## src/rtl/mmc_sector_dma_seq.sv

```systemverilog
// Sector-read DMA: Card Read, Flag poll until idle, then drain the buffer word by word into memory writes.
// Latency >= 3 cycles per word; requests hold stable while MMC/memory is busy; commands are ignored while busy.
module mmc_sector_dma_seq #(
    parameter int P_FLAG_BUSY_BIT = 0,
    parameter int P_POLL_MAX      = 4096,
    parameter int P_BUF_WORDS     = 128
) (
    input  logic        iCLOCK,
    input  logic        iRESET_SYNC,
    input  logic        iCMD_VALID,
    output logic        oCMD_BUSY,
    input  logic [31:0] iCMD_SECTOR,
    input  logic [31:0] iCMD_MEM_ADDR,
    output logic        oDONE,
    output logic        oERROR,
    output logic        oMMC_REQ_VALID,
    input  logic        iMMC_REQ_BUSY,
    output logic        oMMC_REQ_RW,
    output logic [31:0] oMMC_REQ_ADDR,
    output logic [31:0] oMMC_REQ_DATA,
    input  logic        iMMC_RSP_VALID,
    input  logic [31:0] iMMC_RSP_DATA,
    output logic        oMEM_REQ_VALID,
    input  logic        iMEM_REQ_BUSY,
    output logic [31:0] oMEM_REQ_ADDR,
    output logic [31:0] oMEM_REQ_DATA
);

    localparam int               IDX_W      = (P_BUF_WORDS > 1) ? $clog2(P_BUF_WORDS) : 1;
    localparam logic [IDX_W-1:0] IDX_LAST   = IDX_W'(P_BUF_WORDS - 1);
    localparam logic [12:0]      POLL_LIMIT = 13'(P_POLL_MAX);
    localparam logic [31:0]      ADDR_CMD   = 32'h0000_0004;
    localparam logic [31:0]      ADDR_FLAG  = 32'h0000_003C;
    localparam logic [31:0]      ADDR_BUF   = 32'h0000_0040;

    typedef enum logic [3:0] {
        S_IDLE,
        S_CMD,
        S_CMD_WAIT,
        S_POLL,
        S_POLL_WAIT,
        S_BUF,
        S_BUF_WAIT,
        S_MEM,
        S_DONE,
        S_ERR
    } state_t;

    state_t           state, state_nxt;
    logic [31:0]      sector_q;
    logic [31:0]      mem_base_q;
    logic [IDX_W-1:0] idx_q;
    logic [12:0]      poll_cnt_q;
    logic [31:0]      word_q;

    logic        latch_cmd;
    logic        idx_inc;
    logic        poll_inc;
    logic        word_load;
    logic [12:0] poll_cnt_nxt;
    logic [31:0] word_off;

    assign poll_cnt_nxt = poll_cnt_q + 13'd1;
    assign word_off     = 32'(idx_q) << 2;

    always_ff @(posedge iCLOCK) begin
        if (iRESET_SYNC) begin
            state      <= S_IDLE;
            sector_q   <= '0;
            mem_base_q <= '0;
            idx_q      <= '0;
            poll_cnt_q <= '0;
            word_q     <= '0;
        end else begin
            state <= state_nxt;
            if (latch_cmd) begin
                sector_q   <= iCMD_SECTOR;
                mem_base_q <= iCMD_MEM_ADDR;
                idx_q      <= '0;
                poll_cnt_q <= '0;
            end
            if (idx_inc) begin
                idx_q <= idx_q + 1'b1;
            end
            // Poll counter saturates so an oversized limit can never wrap back to zero.
            if (poll_inc && (poll_cnt_q != '1)) begin
                poll_cnt_q <= poll_cnt_nxt;
            end
            if (word_load) begin
                word_q <= iMMC_RSP_DATA;
            end
        end
    end

    always_comb begin
        state_nxt      = state;
        latch_cmd      = 1'b0;
        idx_inc        = 1'b0;
        poll_inc       = 1'b0;
        word_load      = 1'b0;
        oCMD_BUSY      = (state != S_IDLE);
        oDONE          = 1'b0;
        oERROR         = 1'b0;
        oMMC_REQ_VALID = 1'b0;
        oMMC_REQ_RW    = 1'b0;
        oMMC_REQ_ADDR  = '0;
        oMMC_REQ_DATA  = '0;
        oMEM_REQ_VALID = 1'b0;
        oMEM_REQ_ADDR  = '0;
        oMEM_REQ_DATA  = '0;

        case (state)
            S_IDLE: begin
                if (iCMD_VALID) begin
                    latch_cmd = 1'b1;
                    state_nxt = S_CMD;
                end
            end
            S_CMD: begin
                oMMC_REQ_VALID = 1'b1;
                oMMC_REQ_RW    = 1'b1;
                oMMC_REQ_ADDR  = ADDR_CMD;
                oMMC_REQ_DATA  = sector_q;
                if (!iMMC_REQ_BUSY) state_nxt = S_CMD_WAIT;
            end
            S_CMD_WAIT: begin
                if (iMMC_RSP_VALID) state_nxt = S_POLL;
            end
            S_POLL: begin
                oMMC_REQ_VALID = 1'b1;
                oMMC_REQ_ADDR  = ADDR_FLAG;
                if (!iMMC_REQ_BUSY) state_nxt = S_POLL_WAIT;
            end
            S_POLL_WAIT: begin
                if (iMMC_RSP_VALID) begin
                    if (!iMMC_RSP_DATA[P_FLAG_BUSY_BIT]) begin
                        state_nxt = S_BUF;
                    end else begin
                        poll_inc  = 1'b1;
                        state_nxt = (poll_cnt_nxt == POLL_LIMIT) ? S_ERR : S_POLL;
                    end
                end
            end
            S_BUF: begin
                oMMC_REQ_VALID = 1'b1;
                oMMC_REQ_ADDR  = ADDR_BUF + word_off;
                if (!iMMC_REQ_BUSY) state_nxt = S_BUF_WAIT;
            end
            S_BUF_WAIT: begin
                if (iMMC_RSP_VALID) begin
                    word_load = 1'b1;
                    state_nxt = S_MEM;
                end
            end
            S_MEM: begin
                oMEM_REQ_VALID = 1'b1;
                oMEM_REQ_ADDR  = mem_base_q + word_off;
                oMEM_REQ_DATA  = word_q;
                if (!iMEM_REQ_BUSY) begin
                    if (idx_q == IDX_LAST) begin
                        state_nxt = S_DONE;
                    end else begin
                        idx_inc   = 1'b1;
                        state_nxt = S_BUF;
                    end
                end
            end
            S_DONE: begin
                oDONE     = 1'b1;
                state_nxt = S_IDLE;
            end
            S_ERR: begin
                oERROR    = 1'b1;
                state_nxt = S_IDLE;
            end
            default: state_nxt = S_IDLE;
        endcase
    end

endmodule
```

## config.mk

```make
export PLATFORM = sky130hd
export DESIGN_NAME = mmc_sector_dma_seq
export DESIGN_NICKNAME = d
export VERILOG_FILES = /design/src/rtl/mmc_sector_dma_seq.sv
export SDC_FILE = /design/constraint.sdc
export NUM_CORES = 1
export LEC_CHECK = 0
export ABC_AREA = 1
export BUFFER_PORTS_ARGS = -buffer_cell sky130_fd_sc_hd__buf_2
export CELL_PAD_IN_SITES_DETAIL_PLACEMENT = 0
export CELL_PAD_IN_SITES_GLOBAL_PLACEMENT = 2
export CORE_ASPECT_RATIO = 0.9
export CORE_MARGIN = 4
export CORE_UTILIZATION = 27
export DETAILED_ROUTE_END_ITERATION = 8
export MAX_ROUTING_LAYER = met4
export PLACE_DENSITY_LB_ADDON = 0.1
export SYNTH_ARGS = -nofsm -noshare
export SYNTH_HDL_FRONTEND = slang
export SYNTH_SLANG_ARGS = --single-unit
```

## constraint.sdc

```tcl
create_clock -name iCLOCK -period 3.9 [get_ports iCLOCK]
set_input_delay 0.39 -clock iCLOCK [delete_from_list [all_inputs] [get_ports iCLOCK]]
set_output_delay 0.39 -clock iCLOCK [all_outputs]
set_load 0.01 [all_outputs]
```

Yosys cells after proc, flatten, opt, wreduce, memory -nomap -nowiden:

Index checks and enable logic that the tools add are counted.

* bits in registers: 120
* input port bits: 102
* output and inout bits: 134
* word-level logic and storage cells: 72

* add/sub/neg operators: 4
* eq/ne operators: 20
* muxes and demuxes: 35
* reductions and logical operators: 7

Operators by type and width (count)
* two-way mux 32 bit: 3
* two-way mux 4 bit: 11
* adder 32 x 9 -> 32 bit: 1
* case mux 4 bit (8 select lines): 1
* case mux 10 bit (3 select lines): 1
* two-way mux 13 bit: 2
* == test 4 x 3 -> 1 bit, second input constant: 4
* != test 2 bit, second input constant: 8
* two-way mux 1 bit: 15
* two-way mux 7 bit: 2
* adder 13 x 1 -> 13 bit, second input constant: 1
* == test 13 bit, second input constant: 1
* != test 13 bit, second input constant: 1
* adder 7 x 9 -> 10 bit, first input constant: 1
* == test 4 x 2 -> 1 bit, second input constant: 2
* == test 4 bit, second input constant: 2
* AND reduction 8 bit: 1
* adder 7 x 1 -> 7 bit, second input constant: 1
* == test 7 bit, second input constant: 1
* == test 4 x 1 -> 1 bit, second input constant: 1
* zero test 4 bit: 1
* nonzero test 2 bit: 2
* nonzero test 4 bit: 1
* OR reduction 3 bit: 1
* logical AND 1 bit: 1

Depth between registers and ports, before layout:

Gate-level depths: netlist of run 1.

* depth in word-level cells: 6
* gate-level depth with buffers: 13
* mapped depth without buffers: 13

Worst setup path before layout of run 1:

No wires, ideal clock.

* path type: flip-flop to output port
* from: reg idx_q[0]
* to: out oMEM_REQ_ADDR[24]
* arrival time: 1.843 ns
* required time: 3.510 ns
* path slack: 1.667 ns
* cell stages (with the launch flop): 14
* path buffers: 0
* cells stage by stage: dfxtp_1 -> ha_1 -> fa_1 -> nand2_1 -> nand2_1 -> nand2_1 -> nand2_1 -> nand2_1 -> nand2_1 -> nand2_2 -> nor2_1 -> nand3_1 -> o21ai_0 -> a21oi_1

* longest elaborated chain between the ends: 2

RTL lines
* start, declared: RTL line 52 `logic [IDX_W-1:0] idx_q;`
* start signal, assigned: RTL line 83 `idx_q <= idx_q + 1'b1;`
* adder 32 x 9 -> 32 bit: RTL line 157 `oMEM_REQ_ADDR = mem_base_q + word_off;`
* two-way mux 32 bit: RTL line 112 `case (state)`
* end, declared: RTL line 25 `output logic [31:0] oMEM_REQ_ADDR,`

Every way passes these cells.

Worst setup path after layout of run 1:

* from: reg idx_q[0]
* to: out oMEM_REQ_ADDR[26]

Same word-level chain as after synthesis.

==> results.json, run 1 <==
{
  "run_status": "finished, final reports clean",
  "ys_warn_count": 0,
  "synth_edf_count": 0,
  "crit_chain": "ha_1 -> fa_1 -> nand2_1 -> nand2_1 -> nand2_1 -> nand2_1 -> nand2_1 -> nand2_1 -> nand2_2 -> nor2_1 -> a21oi_1 -> nor3_1 -> buf_2",
  "die_w_um": 170,
  "ys_seq_area_frac": 0.376,
  "min_period_ps": 3030,
  "worstSetupPathType": "flip-flop to primary output",
  "pwr-share-clk": 0.422,
  "ys_types": 36,
  "leakagePower_uw": 0.00359,
  "antenna_found_initial": 1,
  "whs_ps": 200,
  "fill_cells": 2630,
  "crit_required_ps": 3510,
  "worst_hold_path_type": "primary input to flip-flop",
  "peakVddDrop_uv": 237,
  "synthCells": 970,
  "cp_common_cell": "nand2_1",
  "dr.pass1.iters": 5,
  "worst_pin_slew_ps": 1050,
  "cts.clk_slew.worst_paths_ps": 50,
  "crit_arrival_ps": 2640,
  "ant_nets": 0,
  "slew_headroom": 0.297,
  "hold_buffers": 0,
  "worstReg2RegStart": "state[1]",
  "yosysTopAreaCellShare": 0.376,
  "finalPower_uw": 3610,
  "synth_common_cells": "147 x nor2_1, 140 x inv_1, 125 x a21oi_1, 125 x nand2_1, 120 x dfxtp_1",
  "fin_worst_skew_ps": 8.56,
  "path_buf_inv": 1,
  "cp_slowest_cell": "dfxtp_1",
  "initial_utilization": 0.273,
  "cts-resized-gates": 0,
  "finalHoldViolCount": 0,
  "worst-r2r-setup-slack_ps": 1380,
  "fin_crit_sh": 0.778,
  "std_cell_rows": 53,
  "die-area_um2": 26200,
  "viasPerCell": 4.41,
  "grt.overflow.total": 0,
  "drive_above_1_share": 0.236,
  "synth_area_um2": 6380,
  "path_depth": 13,
  "endpoint": "oMEM_REQ_ADDR[26]",
  "dpl_cell_area_um2": 7590,
  "cpPeakStageDelay_ps": 430,
  "yosys-top-cells-area": "dfxtp_1 38%, a21oi_1 9.8%, o21ai_0 8.7%",
  "vias": 6505,
  "synthMostInstantiatedCell": "nor2_1",
  "post_cts_buffers": 0,
  "cp_max_fo": 6,
  "cts_sinks": 120,
  "startpoint_type": "flip-flop",
  "die_y_um": 154,
  "syn_to_final_growth_pct": 27.8,
  "r2r-end": "mem_base_q[31]",
  "port_buffers": 211,
  "setup_tns_ps": 0,
  "p_int_uw": 2460,
  "p_sw_frac": 0.318,
  "grt_max_degree": 66,
  "drv_slew": 0,
  "dr.first_iter.drc_count": 385,
  "io_pins": 236,
  "powerDensity_nw_per_um2": 442,
  "cts_tree": "yes",
  "post-dp-hpwl_um": 15600,
  "max_freq_ghz": 0.329,
  "worstRegToRegCells": 7,
  "ys_ff_latch": 120,
  "grt_usage": 0.163,
  "numCtsBuffers": 17,
  "max_cap_violations": 0,
  "p_comb_frac": 0.181,
  "setup_violations": 0,
  "postSynthAreaPerCell_um2": 6.58,
  "grt_pass1_wl_um": 33100,
  "critPathLaunch": "idx_q[0]",
  "drc": 0,
  "rsz0062_at_grt": "no",
  "wl_per_cell_um": 14.5,
  "routed_wl_um": 21300,
  "worstSkewPairLatency_ps": 420,
  "finalInstanceArea_um2": 8160,
  "yosysTopAreaCell": "dfxtp_1",
  "async_reset_ff_frac": 0,
  "synth_ff_type": "dfxtp_1",
  "nets": 1275,
  "switching_power_uw": 1150,
  "clk_path_buf_depth": 2,
  "cp-end-kind": "primary output",
  "grt_pass1_vias": 6064,
  "p_seq_frac": 0.397,
  "cts-root-buf": "clkbuf_16",
  "gp_congestion": 0.822,
  "htree_levels": 4,
  "fin_util": 0.349,
  "cp_top_family": "simple AND/OR/NAND/NOR gates",
  "core_area_um2": 23300
}
==> routing by layer <==
layer / vias up / GRT usage / share of wire
li1: 3440 / - / -
met1: 2866 / 0.232 / 0.51
met2: 185 / 0.232 / 0.43
met3: 14 / 0.0370 / 0.058
met4: 0 / 0.0403 / 0.0091
met5: - / - / 0
==> cell type report <==
cell class                 count  area (um^2)  area share
antenna                        1         2.50    0.000307
clock buffer                  18          439      0.0538
clock inverter                13          121      0.0149
inverter                     150          564      0.0692
multi-input combinational    655         3140       0.384
sequential                   120         2400       0.295
tap                          302          378      0.0463
timing repair buffer         217         1110       0.137
==> power groups by stage <==
stage | clock network (uW) | logic, uW | registers, uW
floorplan | 0 | 476 | 1430
global placement | 0 | 674 | 1460
detailed placement | 0 | 665 | 1460
CTS | 1580 | 668 | 1430
global route | 1630 | 755 | 1450
finish | 1520 | 654 | 1430
==> state kept, by name (all words and copies together), names as in the netlist <==
name        count
word_q         32
mem_base_q     32
state           4
sector_q       32
idx_q           7
poll_cnt_q     13
==> metrics by stage <==
step,std cells,worst slack (ps)
floorplan,993,1670
finish,1476,865
detailed placement,1444,1300
CTS,1475,837
global placement,1444,1330
global route,1476,548
==> worst min path at each step <==
stage	from	slack, ps	depth (start not counted)	to
6_report	iCMD_MEM_ADDR[7]	200	3	mem_base_q[7]
5_1_grt	iCMD_MEM_ADDR[10]	190	3	mem_base_q[10]
4_1_cts	iCMD_MEM_ADDR[7]	190	3	mem_base_q[7]
3_5_place_dp	sector_q[20]	440	2	sector_q[20]
3_3_place_gp	sector_q[6]	440	2	sector_q[6]
2_1_floorplan	sector_q[0]	430	2	sector_q[0]
==> cell usage in the layout (no fill, tap or decap), types with 2 or more instances in the layout <==
cell type	n
nand2_2	5
a21oi_1	125
inv_2	9
o21ai_0	111
buf_4	5
nor3_2	2
nand3_1	30
buf_2	211
dfxtp_1	120
nand4_1	9
nor4_1	4
o21bai_1	3
a221oi_1	2
nor2_2	8
clkbuf_16	17
clkinvlp_4	2
nor3_1	19
ha_1	11
xor2_1	7
clkinv_4	3
xnor2_1	2
conb_1	24
inv_6	4
nand2_1	124
a31oi_1	2
clkinv_2	4
nor2_4	2
nor2_1	147
o21ai_1	10
inv_1	139
==> worst min-delay path, delay by kind of cell <==
kind	cells	cell delay, ps
buf+inv	1	80
simple gates	2	110
==> cell families (layout without fill, tap and decap cells) <==
kind of cell    Yosys count  after routing  synth area share
compound gates          259            259             0.209
xor+xnor                  9              9            0.0123
fa+ha+maj                12             12            0.0247
buf+inv                 218            398             0.146
flops                   120            120             0.376
other cells               1             25          0.000587
simple gates            351            351             0.231
(Power assumes the default switching activity.)
==> inputs of run 2 (changes only) <==
- CORE_UTILIZATION: 27 -> 23
- clock period: 3.9 -> 2.6 ns (I/O delays scaled with it)
==> run 2 against run 1 <==
- clock power rose by 70%
- design area rose by 5.4%
- setup slack got worse by 780 ps
- core utilization decreased by 3.3 points
- flip-flop and latch count unchanged
- hold slack got worse by 130 ps
- clock skew grew 1.2 ps
- sequential power grew 50%
- die area grew 17%
- largest power group unchanged
==> results.json, run 2 (synthesized netlist as in run 1, its figures left out) <==
{
  "run_status": "finished, final reports clean",
  "slew_headroom": 0.614,
  "grt_pass1_wl_um": 36000,
  "setup_violations": 0,
  "fin_worst_skew_ps": 9.79,
  "layout_common_cells": "211 x buf_2, 141 x nor2_1, 138 x inv_1",
  "drc": 0,
  "syn_to_final_growth_pct": 34.7,
  "core_area_um2": 27200,
  "max_cap_violations": 0,
  "finalHoldViolCount": 0,
  "clk_path_buf_depth": 2,
  "drive_above_1_share": 0.275,
  "min_period_ps": 2510,
  "htree_levels": 4,
  "powerDensity_nw_per_um2": 672,
  "whs_ps": 70.3,
  "die-area_um2": 30500,
  "drv_slew": 0,
  "cts-root-buf": "clkbuf_16",
  "die_y_um": 166,
  "port_buffers": 211,
  "fin_crit_sh": 0.967,
  "grt_pass1_vias": 6368,
  "worst_hold_path_type": "primary input to flip-flop",
  "grt_usage": 0.151,
  "dp.cells": 1503,
  "dp_worst_setup_slack_ps": 213,
  "setup_tns_ps": 0,
  "diodes": 0,
  "cp_max_fo": 6,
  "finalNonFillerCells": 1542,
  "rsz0062_at_grt": "yes",
  "routed_wl_um": 22800,
  "cts_sinks": 120,
  "grt_max_degree": 113,
  "viasPerCell": 4.26,
  "die_w_um": 184,
  "peakVddDrop_uv": 389,
  "gp_congestion": 0.765,
  "max_freq_ghz": 0.398,
  "std_cell_rows": 57,
  "nets": 1290,
  "vias": 6567,
  "antenna_found_initial": 0,
  "startpoint_type": "flip-flop",
  "crit_required_ps": 2340,
  "worst_pin_slew_ps": 580,
  "reg.largest.list": "mem_base_q (32), sector_q (32), word_q (32)",
  "worstSkewPairLatency_ps": 420,
  "worstSetupPathType": "flip-flop to primary output",
  "cts_tree": "yes",
  "post-dp-hpwl_um": 16400,
  "numCtsBuffers": 17,
  "dr.first_iter.drc_count": 273,
  "layout_commonest_cell": "buf_2",
  "wl_per_cell_um": 14.8,
  "cp-end-kind": "primary output",
  "crit_arrival_ps": 2250,
  "fin_ws_ps": 86.6,
  "io_pins": 236,
  "cts.clk_slew.worst_paths_ps": 50,
  "leakagePower_uw": 0.00371,
  "dr.pass1.iters": 4,
  "initial_utilization": 0.235,
  "ant_nets": 0,
  "grt.overflow.total": 0
}
[run 2: cell count changes in the layout (fill, tap and decap cells not counted), sizes merged]
| cell | change |
|---|---|
| buf | +15 |
| bufinv | +3 |
| clkbuf | -1 |
| clkinvlp | -1 |
| diode | -1 |
| inv | -1 |
[run 2: what timing repair did]
action                     CTS  global route
gates resized for setup     21            30
hold buffers                 0             0
setup buffers                2             6
pin swaps                    5            18
hold endpoints to repair     0             0
setup endpoints to repair   20            29
[run 2: worst paths after layout]
kind	slack [ps]	cells after the start	to	startpoint
max	90	14	oMEM_REQ_ADDR[24]	idx_q[0]
min	70	3	mem_base_q[6]	iCMD_MEM_ADDR[6]
max reg2reg	650	10	state[2]	state[3]
min reg2reg	450	2	word_q[29]	word_q[29]
[run 2: metal layers]
metal	vias up	part of all wire	GRT usage
met5	-	0	-
met4	0	0.011	0.0379
met3	15	0.062	0.0355
met2	167	0.43	0.219
met1	2912	0.50	0.212
li1	3473	-	-
[run 2: critical path, stage by stage, from the launching register on]
cell and delay [ps]:
dfxtp_2 330, ha_4 160, fa_2 360, nand2_2 80, nand2_1 50, nand2_1 60, nand2_2 70, nand2_2 80
nand2_4 90, nand2_8 120, nor2_4 50, nand3_2 80, o21ai_2 60, a21oi_2 110, buf_2 130
[run 2: per-stage QoR]
stage,total power (uW),utilization,instance area (um^2)
floorplan,2870,-,6470
global placement,3250,0.284,7720
detailed placement,3230,0.284,7720
CTS,5870,0.311,8440
global route,6120,0.316,8600
finish,5780,0.316,8600
[run 2: layout make-up]
type	count	area (um^2)
Clock buffer	17	425
Tap cell	354	443
Timing Repair Buffer	232	1240
Clock inverter	14	199
Multi-Input combinational cell	655	3310
Inverter	150	564
Fill cell	3090	18600
Sequential cell	120	2420
[run 2: power breakdown]
| group | total (uW) | internal, uW | switching, uW |
|---|---|---|---|
| sequential | 2140 | 2030 | 112 |
| clock | 2580 | 1610 | 968 |
| combinational | 1050 | 348 | 706 |
==> inputs of run 3 (changes only) <==
- CORE_UTILIZATION: 23 -> 27
- PLACE_DENSITY_LB_ADDON: 0.1 -> 0.08
- clock period: 2.6 -> 3 ns (I/O delays scaled with it)
==> run 3 against run 2 <==
- via count decreased by 1.3%
- non-clock buffer count decreased by 12
- sequential share of layout area increased by 1.1 points
- first-iteration DRC count increased by 35%
- wire length decreased by 6.3%
- final cell count decreased by 4.2%
- core utilization increased by 3.6 points
- highest routed layer unchanged
==> results.json, run 3 (synthesized netlist as in run 1, its figures left out) <==
{
  "worst_hold_path_type": "primary input to flip-flop",
  "hold_path_end": "mem_base_q[5]",
  "cts-root-buf": "clkbuf_16",
  "reg.largest.list": "mem_base_q (32), sector_q (32), word_q (32)",
  "fin_crit_sh": 0.920,
  "hold_depth": 3,
  "routed_wl_um": 21300,
  "run_status": "finished, final reports clean",
  "r2r-end": "idx_q[3]",
  "cts_tree": "yes",
  "min_period_ps": 2760,
  "initial_utilization": 0.273,
  "grt_busiest_layer": "met1",
  "grt_usage": 0.164,
  "layout_commonest_cell": "buf_2",
  "viasPerCell": 4.39,
  "grt_util_met3": 0.0362,
  "worst-r2r-setup-slack_ps": 890,
  "cpPeakStageDelay_ps": 390,
  "nets": 1278,
  "wl_per_cell_um": 14.4,
  "drv_slew": 0,
  "p_int_uw": 3210,
  "dp.cells": 1447,
  "worstSkewPairLatency_ps": 420,
  "worstSetupPathType": "flip-flop to primary output",
  "port_buffers": 211,
  "grt_pass1_vias": 6153,
  "worstRegToRegCells": 10,
  "cp_common_cell": "nand2_1",
  "p_sw_frac": 0.318,
  "peakVddDrop_uv": 275,
  "post-dp-hpwl_um": 15700,
  "use_met1": 0.235,
  "vias": 6483,
  "crit_chain": "ha_1 -> fa_1 -> nand2_1 -> nand2_1 -> nand2_1 -> nand2_1 -> nand2_1 -> nand2_2 -> nand2_4 -> nor2_2 -> nand3_1 -> o21ai_0 -> a21oi_1 -> buf_2",
  "max_freq_ghz": 0.363,
  "antenna_found_initial": 0,
  "die_w_um": 170,
  "cts.clk_slew.worst_paths_ps": 60,
  "crit_required_ps": 2700,
  "min_from": "iCMD_MEM_ADDR[5]",
  "diodes": 0,
  "io_pins": 236,
  "dpl_cell_area_um2": 7630,
  "cp-end-kind": "primary output",
  "dr.pass1.iters": 5,
  "pwr-share-clk": 0.420,
  "grt_max_degree": 115,
  "critPathLaunch": "idx_q[0]",
  "crit_arrival_ps": 2460,
  "powerDensity_nw_per_um2": 572,
  "startpoint_type": "flip-flop",
  "p_comb_frac": 0.185,
  "p_seq_frac": 0.395,
  "max_cap_violations": 0,
  "fin_worst_skew_ps": 6.56,
  "worstReg2RegStart": "state[2]",
  "grt_pass1_wl_um": 33700,
  "core_area_um2": 23300,
  "slew_headroom": 0.610,
  "std_cell_rows": 53,
  "dr.first_iter.drc_count": 368,
  "leakagePower_uw": 0.00362,
  "drive_above_1_share": 0.245,
  "switching_power_uw": 1500,
  "path_buf_inv": 1,
  "layout_common_cells": "211 x buf_2, 143 x nor2_1, 139 x inv_1",
  "finalHoldViolCount": 0,
  "die_y_um": 154,
  "finalInstanceArea_um2": 8220,
  "whs_ps": 108,
  "finalNonFillerCells": 1478,
  "grt.overflow.total": 0,
  "cp_max_fo": 6,
  "syn_to_final_growth_pct": 28.8,
  "htree_levels": 4,
  "setup_tns_ps": 0,
  "numCtsBuffers": 17,
  "die-area_um2": 26200,
  "hold_buffers": 0,
  "clk_path_buf_depth": 2,
  "drc": 0,
  "ant_nets": 0,
  "cp_top_family": "simple AND/OR/NAND/NOR gates",
  "cts_sinks": 120,
  "worst_pin_slew_ps": 585,
  "use_met2": 0.232,
  "setup_violations": 0,
  "cp_slowest_cell": "fa_1",
  "rsz0062_at_grt": "yes",
  "gp_congestion": 0.811
}
## run 3: changes by cell type in the layout (fill, tap and decap cells not counted), sizes merged
cell      before  now
clkinvlp       1    2
bufinv         4    1
clkbuf        17   18
buf          232  220
inv          151  152
## run 3: worst max path at each step
stage	end	slack, ps	depth (start not counted)
6_report	oMEM_REQ_ADDR[24]	240	14
5_1_grt	oMEM_REQ_ADDR[24]	3	14
3_5_place_dp	oMEM_REQ_ADDR[26]	480	13
2_1_floorplan	oMEM_REQ_ADDR[24]	860	13
3_3_place_gp	oMEM_REQ_ADDR[26]	520	13
4_1_cts	oMEM_REQ_ADDR[26]	20	13
## run 3: metrics by stage
step / util / total power (uW) / worst slack [ps]
after floorplan: - / 2480 / 857
after global placement: 0.327 / 2780 / 516
after detailed placement: 0.327 / 2780 / 481
after CTS: 0.351 / 4790 / 16.5
after global routing: 0.352 / 5010 / 2.69
final: 0.352 / 4710 / 241
## run 3: layout make-up
class,count,area (um^2)
clock buffer,18,439
clock inverter,13,121
fill,2654,15100
inverter,150,564
multi-input combinational,655,3170
sequential,120,2400
tap,302,378
timing repair buffer,220,1150
## run 3: power by group through the flow
stage / clock [uW] / sequential (uW) / combinational [uW]
3_3_place_gp: 0 / 1900 / 889
4_1_cts: 2040 / 1860 / 885
3_5_place_dp: 0 / 1900 / 880
6_report: 1980 / 1860 / 869
2_1_floorplan: 0 / 1870 / 619
5_1_grt: 2120 / 1880 / 1010
## run 3: timing repair
action / 4_1_cts / 5_1_grt
hold endpoints to repair: 0 / 0
gates resized for setup: 0 / 11
endpoints found under the setup margin: 0 / 16
setup buffers: 0 / 0
## run 3: worst reg2reg max path: stages, from the launching register on
cell and delay, ps:
dfxtp_1 470, inv_2 100, nand3_1 150, nor2_2 40, buf_4 190, clkinv_2 140
buf_12 360, nand2_1 170, inv_2 130, nand2_1 60, a221oi_1 220
## run 3: metal layers
layer / wire, um / vias up
met4: 291 / 0
met3: 1230 / 21
li1: - / 3456
met5: 0 / -
met1: 11000 / 2833
met2: 8840 / 173
